[src/rtl/tft_line_fetch_ctrl.sv]
// Burst read scheduler and pixel FIFO feeding the TFT driver data input.
// Optional feature macro TFT_FETCH_STATS_EN adds the per-frame underflow_cnt output.
module tft_line_fetch_ctrl #(
  parameter int unsigned       H_ACTIVE  = 480,
  parameter int unsigned       V_ACTIVE  = 272,
  parameter int unsigned       BURST_LEN = 16,
  parameter int unsigned       FIFO_AW   = 6,
  parameter int unsigned       ADDR_W    = 24,
  parameter logic [ADDR_W-1:0] BASE_ADDR = 24'h0
) (
  input  logic              Clk,
  input  logic              Rst,
  input  logic              frame_start,
  input  logic              pix_req,
  output logic [15:0]       pix_data,
  output logic              rd_req,
  output logic [ADDR_W-1:0] rd_addr,
  output logic [4:0]        rd_len,
  input  logic              rd_gnt,
  input  logic              rd_valid,
  input  logic [15:0]       rd_data,
  output logic              busy,
  output logic              underflow
`ifdef TFT_FETCH_STATS_EN
  ,
  output logic [15:0]       underflow_cnt
`endif
);

  localparam int unsigned TOTAL  = H_ACTIVE * V_ACTIVE;
  localparam int unsigned WL_RAW = $clog2(TOTAL + 1);
  localparam int unsigned WL_W   = (WL_RAW > 5) ? WL_RAW : 5;
  localparam int unsigned FS_W   = FIFO_AW + 2;

  localparam logic [WL_W-1:0]    TOTAL_WL  = WL_W'(TOTAL);
  localparam logic [WL_W-1:0]    BURST_WL  = WL_W'(BURST_LEN);
  localparam logic [4:0]         BURST_L5  = 5'(BURST_LEN);
  localparam logic [FS_W-1:0]    BURST_FS  = FS_W'(BURST_LEN);
  localparam logic [FS_W-1:0]    DEPTH_FS  = FS_W'(2 ** FIFO_AW);
  localparam logic [FIFO_AW-1:0] PTR_ONE   = {{(FIFO_AW-1){1'b0}}, 1'b1};
  localparam logic [FIFO_AW:0]   CNT_ONE   = {{FIFO_AW{1'b0}}, 1'b1};
  localparam logic [FIFO_AW-1:0] PTR_ZERO  = {FIFO_AW{1'b0}};
  localparam logic [FIFO_AW:0]   CNT_ZERO  = {(FIFO_AW+1){1'b0}};

  typedef enum logic [2:0] {
    ST_IDLE       = 3'd0,
    ST_WAIT_SPACE = 3'd1,
    ST_REQ        = 3'd2,
    ST_XFER       = 3'd3,
    ST_DONE       = 3'd4
  } state_t;

  state_t              state_q, state_d;
  logic                rd_req_q, rd_req_d;
  logic [ADDR_W-1:0]   rd_addr_q, rd_addr_d;
  logic [4:0]          rd_len_q, rd_len_d;
  logic [WL_W-1:0]     words_left_q, words_left_d;
  logic [4:0]          outstanding_q, outstanding_d;
  logic                busy_q, busy_d;
  logic                restart_pend_q, restart_pend_d;
  logic                underflow_q, underflow_d;
  logic [15:0]         pix_data_q, pix_data_d;
  logic [FIFO_AW-1:0]  wr_ptr_q, wr_ptr_d;
  logic [FIFO_AW-1:0]  rd_ptr_q, rd_ptr_d;
  logic [FIFO_AW:0]    count_q, count_d;
  logic [15:0]         mem_q [2**FIFO_AW];

  logic                empty_s;
  logic                pop_s;
  logic                push_s;
  logic                last_beat_s;
  logic                restart_s;
  logic [FS_W-1:0]     free_s;

  assign empty_s     = (count_q == CNT_ZERO);
  assign pop_s       = pix_req & ~empty_s;
  // Beats of a burst interrupted by frame_start are consumed but never stored.
  assign push_s      = (state_q == ST_XFER) & rd_valid & ~restart_pend_q & ~frame_start;
  assign last_beat_s = (state_q == ST_XFER) & rd_valid & (outstanding_q == 5'd1);
  assign restart_s   = (frame_start & (state_q != ST_XFER)) |
                       (last_beat_s & (restart_pend_q | frame_start));
  assign free_s      = DEPTH_FS - FS_W'(count_q) - FS_W'(outstanding_q);

  // Fetch FSM: next state, request fields and frame bookkeeping.
  always_comb begin
    state_d        = state_q;
    rd_req_d       = rd_req_q;
    rd_addr_d      = rd_addr_q;
    rd_len_d       = rd_len_q;
    words_left_d   = words_left_q;
    outstanding_d  = outstanding_q;
    busy_d         = busy_q;
    restart_pend_d = restart_pend_q;
    case (state_q)
      ST_WAIT_SPACE: begin
        if (free_s >= BURST_FS) begin
          state_d  = ST_REQ;
          rd_req_d = 1'b1;
          rd_len_d = (words_left_q >= BURST_WL) ? BURST_L5 : words_left_q[4:0];
        end else begin
          state_d = ST_WAIT_SPACE;
        end
      end
      ST_REQ: begin
        if (rd_gnt) begin
          state_d       = ST_XFER;
          rd_req_d      = 1'b0;
          outstanding_d = rd_len_q;
        end else begin
          rd_req_d = 1'b1;
        end
      end
      ST_XFER: begin
        restart_pend_d = restart_pend_q | frame_start;
        if (last_beat_s) begin
          outstanding_d = 5'd0;
          rd_addr_d     = rd_addr_q + ADDR_W'(rd_len_q);
          words_left_d  = words_left_q - WL_W'(rd_len_q);
          if (words_left_q == WL_W'(rd_len_q)) begin
            state_d = ST_DONE;
            busy_d  = 1'b0;
          end else begin
            state_d = ST_WAIT_SPACE;
          end
        end else if (rd_valid) begin
          outstanding_d = outstanding_q - 5'd1;
        end else begin
          outstanding_d = outstanding_q;
        end
      end
      ST_IDLE, ST_DONE: begin
        state_d = state_q;
      end
      default: begin
        state_d  = ST_IDLE;
        rd_req_d = 1'b0;
        busy_d   = 1'b0;
      end
    endcase
    if (restart_s) begin
      state_d        = ST_WAIT_SPACE;
      rd_req_d       = 1'b0;
      rd_addr_d      = BASE_ADDR;
      words_left_d   = TOTAL_WL;
      outstanding_d  = 5'd0;
      busy_d         = 1'b1;
      restart_pend_d = 1'b0;
    end else begin
      restart_pend_d = restart_pend_d;
    end
  end

  // FIFO pointers, occupancy and the registered pixel output.
  always_comb begin
    wr_ptr_d    = wr_ptr_q;
    rd_ptr_d    = rd_ptr_q;
    count_d     = count_q;
    pix_data_d  = pix_data_q;
    underflow_d = underflow_q;
    if (restart_s) begin
      wr_ptr_d = PTR_ZERO;
      rd_ptr_d = PTR_ZERO;
      count_d  = CNT_ZERO;
    end else begin
      wr_ptr_d = push_s ? (wr_ptr_q + PTR_ONE) : wr_ptr_q;
      rd_ptr_d = pop_s ? (rd_ptr_q + PTR_ONE) : rd_ptr_q;
      case ({push_s, pop_s})
        2'b10:   count_d = count_q + CNT_ONE;
        2'b01:   count_d = count_q - CNT_ONE;
        default: count_d = count_q;
      endcase
    end
    if (pop_s) begin
      pix_data_d = mem_q[rd_ptr_q];
    end else if (pix_req) begin
      pix_data_d = 16'h0000;
    end else begin
      pix_data_d = pix_data_q;
    end
    if (frame_start || restart_s) begin
      underflow_d = 1'b0;
    end else begin
      underflow_d = underflow_q | (pix_req & empty_s);
    end
  end

  // Control and datapath registers.
  always_ff @(posedge Clk) begin
    if (Rst) begin
      state_q        <= ST_IDLE;
      rd_req_q       <= 1'b0;
      rd_addr_q      <= BASE_ADDR;
      rd_len_q       <= 5'd0;
      words_left_q   <= {WL_W{1'b0}};
      outstanding_q  <= 5'd0;
      busy_q         <= 1'b0;
      restart_pend_q <= 1'b0;
      underflow_q    <= 1'b0;
      pix_data_q     <= 16'h0000;
      wr_ptr_q       <= PTR_ZERO;
      rd_ptr_q       <= PTR_ZERO;
      count_q        <= CNT_ZERO;
    end else begin
      state_q        <= state_d;
      rd_req_q       <= rd_req_d;
      rd_addr_q      <= rd_addr_d;
      rd_len_q       <= rd_len_d;
      words_left_q   <= words_left_d;
      outstanding_q  <= outstanding_d;
      busy_q         <= busy_d;
      restart_pend_q <= restart_pend_d;
      underflow_q    <= underflow_d;
      pix_data_q     <= pix_data_d;
      wr_ptr_q       <= wr_ptr_d;
      rd_ptr_q       <= rd_ptr_d;
      count_q        <= count_d;
    end
  end

  // FIFO storage; contents need no reset since occupancy gates every read.
  always_ff @(posedge Clk) begin
    if (push_s && !Rst) begin
      mem_q[wr_ptr_q] <= rd_data;
    end
  end

`ifdef TFT_FETCH_STATS_EN
  logic [15:0] ufl_cnt_q, ufl_cnt_d;

  // Saturating count of underflowing pops in the current frame.
  always_comb begin
    ufl_cnt_d = ufl_cnt_q;
    if (frame_start || restart_s) begin
      ufl_cnt_d = 16'h0000;
    end else if (pix_req && empty_s && (ufl_cnt_q != 16'hFFFF)) begin
      ufl_cnt_d = ufl_cnt_q + 16'h0001;
    end else begin
      ufl_cnt_d = ufl_cnt_q;
    end
  end

  // Statistics register.
  always_ff @(posedge Clk) begin
    if (Rst) begin
      ufl_cnt_q <= 16'h0000;
    end else begin
      ufl_cnt_q <= ufl_cnt_d;
    end
  end

  assign underflow_cnt = ufl_cnt_q;
`endif

  assign rd_req    = rd_req_q;
  assign rd_addr   = rd_addr_q;
  assign rd_len    = rd_len_q;
  assign busy      = busy_q;
  assign underflow = underflow_q;
  assign pix_data  = pix_data_q;

endmodule

[config.mk]
export PLATFORM = sky130hd
export DESIGN_NAME = tft_line_fetch_ctrl
export DESIGN_NICKNAME = d
export VERILOG_FILES = /design/src/rtl/tft_line_fetch_ctrl.sv
export SDC_FILE = /design/constraint.sdc
export NUM_CORES = 1
export LEC_CHECK = 0
export CAP_MARGIN = 20
export CORE_UTILIZATION = 43
export CTS_BUF_LIST = sky130_fd_sc_hd__clkbuf_16
export DETAILED_ROUTE_END_ITERATION = 7
export GPL_ROUTABILITY_DRIVEN = 0
export SYNTH_ARGS = -nofsm -noshare
export SYNTH_HDL_FRONTEND = slang
export SYNTH_SLANG_ARGS = --single-unit
export TNS_END_PERCENT = 50
[constraint.sdc]
create_clock -name Clk -period 3.3 [get_ports Clk]
set_input_delay 0.66 -clock Clk [delete_from_list [all_inputs] [get_ports Clk]]
set_output_delay 0.66 -clock Clk [all_outputs]
set_load 0.005 [all_outputs]
==> impl_metrics.py <==
metrics = {
    "floorplanning": {
        "row_count": 117,
        "boundaryPins": 70,
        "die_height_um": 323,
        "start_util_pct": 43.4,
        "die_width_um": 323,
        "dieArea_um2": 104000,
        "coreArea_um2": 102000,
    },
    "logic_synthesis": {
        "syn_area_um2": 44300,
        "async_flop_share_pct": 0,
        "synth.avg_cell_area_um2": 18.3,
        "synth.net_count": 2472,
        "synthCells": 2415,
        "yosys_warnings": 0,
        "yosysSeqAreaShare_pct": 73.9,
        "synth.distinct_cells": 70,
        "synth_edf_count": 1024,
        "synth_flop_cell": "edfxtp_1",
        "ys_ff_latch": 1123,
    },
    "layout": {
        "area_growth_pct": 18.4,
        "final_cell_mix": "1024 x edfxtp_1, 194 x mux4_2, 157 x nor2_1",
        "nets": 2761,
        "fin_util_pct": 51.4,
        "final_common_cell": "edfxtp_1",
        "drive_gt1_share_pct": 22.7,
    },
    "timing": {
        "finalMaxSlewViolations": 0,
        "timing.fmax_ghz": 0.324,
        "slew_headroom_pct": 38.7,
        "worst_pin_slew_ns": 0.918,
        "setup_viol": 0,
        "fin_worst_skew_ns": 0.0361,
        "fin_crit_ns": 3.09,
        "rsz0062_at_grt": "no",
        "period_share_pct": 93.6,
        "hold_viol": 0,
        "tns_ns": 0,
    },
    "worst_setup_path": {
        "rr_endpoint": "pix_data[1]",
        "cp.depth": 8,
        "start_kind": "flop",
        "endpoint": "pix_data[1]",
        "crit_chain": "buf_4 -> nor2b_2 -> buf_4 -> nand2_1 -> o2111a_1 -> a2111oi_0 -> buf_4 -> a221o_1",
        "critPathSlowestCell": "a2111oi_0",
        "reg2regPathDepth": 8,
        "worstPathArrival_ns": 3.74,
        "critPathTopFamily": "compound AO/OA/AOI/OAI gates",
        "path_buf_inv": 3,
        "path_common_cell": "buf_4",
        "end_kind": "flop",
        "ff2ff_setup_slack_ns": 0.21,
        "crit_required_ns": 3.95,
        "cp_max_fo": 12,
        "crit_type": "flop to flop",
        "max_stage_delay_ns": 0.75,
    },
    "routing": {
        "wirelength_um": 115000,
        "vias": 24100,
        "firstDrtPassIters": 5,
        "via_per_inst": 5.79,
        "first_iter_violations": 2333,
        "drc": 0,
        "antenna_left": 0,
        "wire_per_inst_um": 27.7,
    },
    "grt": {
        "grt_antenna_before_repair": 9,
        "grt_pass1_wl_um": 168000,
        "grt_pass1_vias": 24300,
        "grt-ovfl-total": 0,
        "grt_max_degree": 65,
        "grt_usage_pct": 22.4,
    },
    "clock_network": {
        "cts_max_level": 3,
        "clk-insertion-delay-late_ns": 0.71,
        "clk_root_buffer_cell": "clkbuf_16",
        "cts_buffers": 113,
        "clk_pin_slew_ns": 0.06,
        "tritoncts": "yes",
        "cts_sinks": 1123,
        "cts_setup_buffers": 0,
        "cts_buffer_depth": 3,
    },
    "hold_path": {
        "hold_path.class": "input port to flop",
    },
    "run_status": {
        "status": "finished clean",
    },
    "job": {
        "drv_cap": 0,
    },
    "power": {
        "power.leakage_nw": 16.2,
        "p_per_area_nw_per_um2": 547,
        "ir_drop_uv": 490,
        "p_total_mw": 28.7,
    },
    "place": {
        "place_hpwl_um": 75900,
        "portBuffers": 69,
    },
}
## layout make-up
cell class / instances / area (um2)
clock buffers: 115 / 2880
inverters: 35 / 131
well taps: 1368 / 1710
fillers: 8187 / 49500
flip-flops and latches: 1123 / 32700
repair buffers: 299 / 3290
clock inverters: 96 / 811
multi-input cells: 1132 / 10800
diodes: 1 / 2.50
## worst min path at each step
stage,end,slack [ns],depth (start not counted),startpoint
2_1_floorplan,words_left_q[15],0.44,1,words_left_q[15]
3_3_place_gp,words_left_q[15],0.46,1,words_left_q[15]
3_5_place_dp,words_left_q[15],0.47,1,words_left_q[15]
4_1_cts,mem_q[1][3],0.32,1,rd_data[3]
5_1_grt,mem_q[1][3],0.35,1,rd_data[3]
6_report,mem_q[1][3],0.37,1,rd_data[3]
## power breakdown
group	switching (mW)	internal [mW]	leakage [nW]
registers	0.0145	15.5	10.0
logic	0.335	0.0904	4.34
clock network	5.40	7.31	1.86
total	5.75	22.9	16.2
## synth_stat cells, drive strengths merged, types with 11 or more instances
library cell  number  area share, %
o21ai             46           0.52
nand4             11           0.19
nor4              14           0.21
a2111oi           14           0.28
xnor2             20           0.40
buf               77           0.91
nor2b             25           0.35
clkbuf            48           0.41
mux4             194            9.9
nor2             157            1.3
nand2             89           0.75
xor2              14           0.28
nor3              24           0.27
edfxtp          1024             69
mux2              20           0.51
a22oi             37           0.63
nand3             19           0.21
inv               35           0.30
ha                31           0.88
a21oi             43           0.49
or3               16           0.24
a22o              15           0.30
dfxtp             99            4.5
mux2i            113            2.6
o22ai             40           0.57
a221o             15           0.34
o211ai            11           0.19
a211oi            13           0.22
nand2b            12           0.17
## per-stage QoR
step	cells	cell area, um2	hold WS (ns)	setup slack [ns]
after detailed placement	3957	48700	0.470	-0.0401
after global routing	4169	52400	0.347	0.0949
after CTS	4168	52400	0.322	0.000938
after global placement	3956	48700	0.459	-0.0119
after floorplan	2415	44300	0.441	0.0865
final	4169	52400	0.366	0.210
## flip-flops by register name (all words and copies together) (netlist names), 3 cells and up, named ones only
| name | flops |
|---|---|
| outstanding_q | 5 |
| rd_addr | 24 |
| rd_len | 5 |
| mem_q | 1024 |
| pix_data | 16 |
| wr_ptr_q | 6 |
| count_q | 7 |
| words_left_q | 17 |
| rd_ptr_q | 6 |
| state_q | 3 |
## repair_timing
action	in CTS	in global routing
gates resized for setup	0	1
hold buffers	0	0
hold endpoints to repair	0	0
setup endpoints to repair	0	1
## routing by layer
layer | share of wire (%) | GRT usage, % | wire length (um) | vias to the layer above
li1 | - | - | - | 10400
met4 | 3.4 | 8.35 | 3910 | 2
met5 | 0.084 | 0.648 | 97 | -
met1 | 41 | 30.8 | 47600 | 12500
met3 | 8.0 | 4.55 | 9260 | 193
met2 | 47 | 35.4 | 54400 | 986
## cells by family after synthesis
| kind of cell | Yosys count | share of synthesized area, % |
|---|---|---|
| DFF | 1123 | 73.9 |
| and+or+nand+nor | 416 | 4.60 |
| muxes | 327 | 12.9 |
| AOI/OAI and AO/OA | 320 | 5.18 |
| buffers and inverters | 160 | 1.62 |
| adders and majority gates | 35 | 1.06 |
| xor gates and xnor gates | 34 | 0.673 |
No activity file was read; power rests on OpenSTA's default activity.
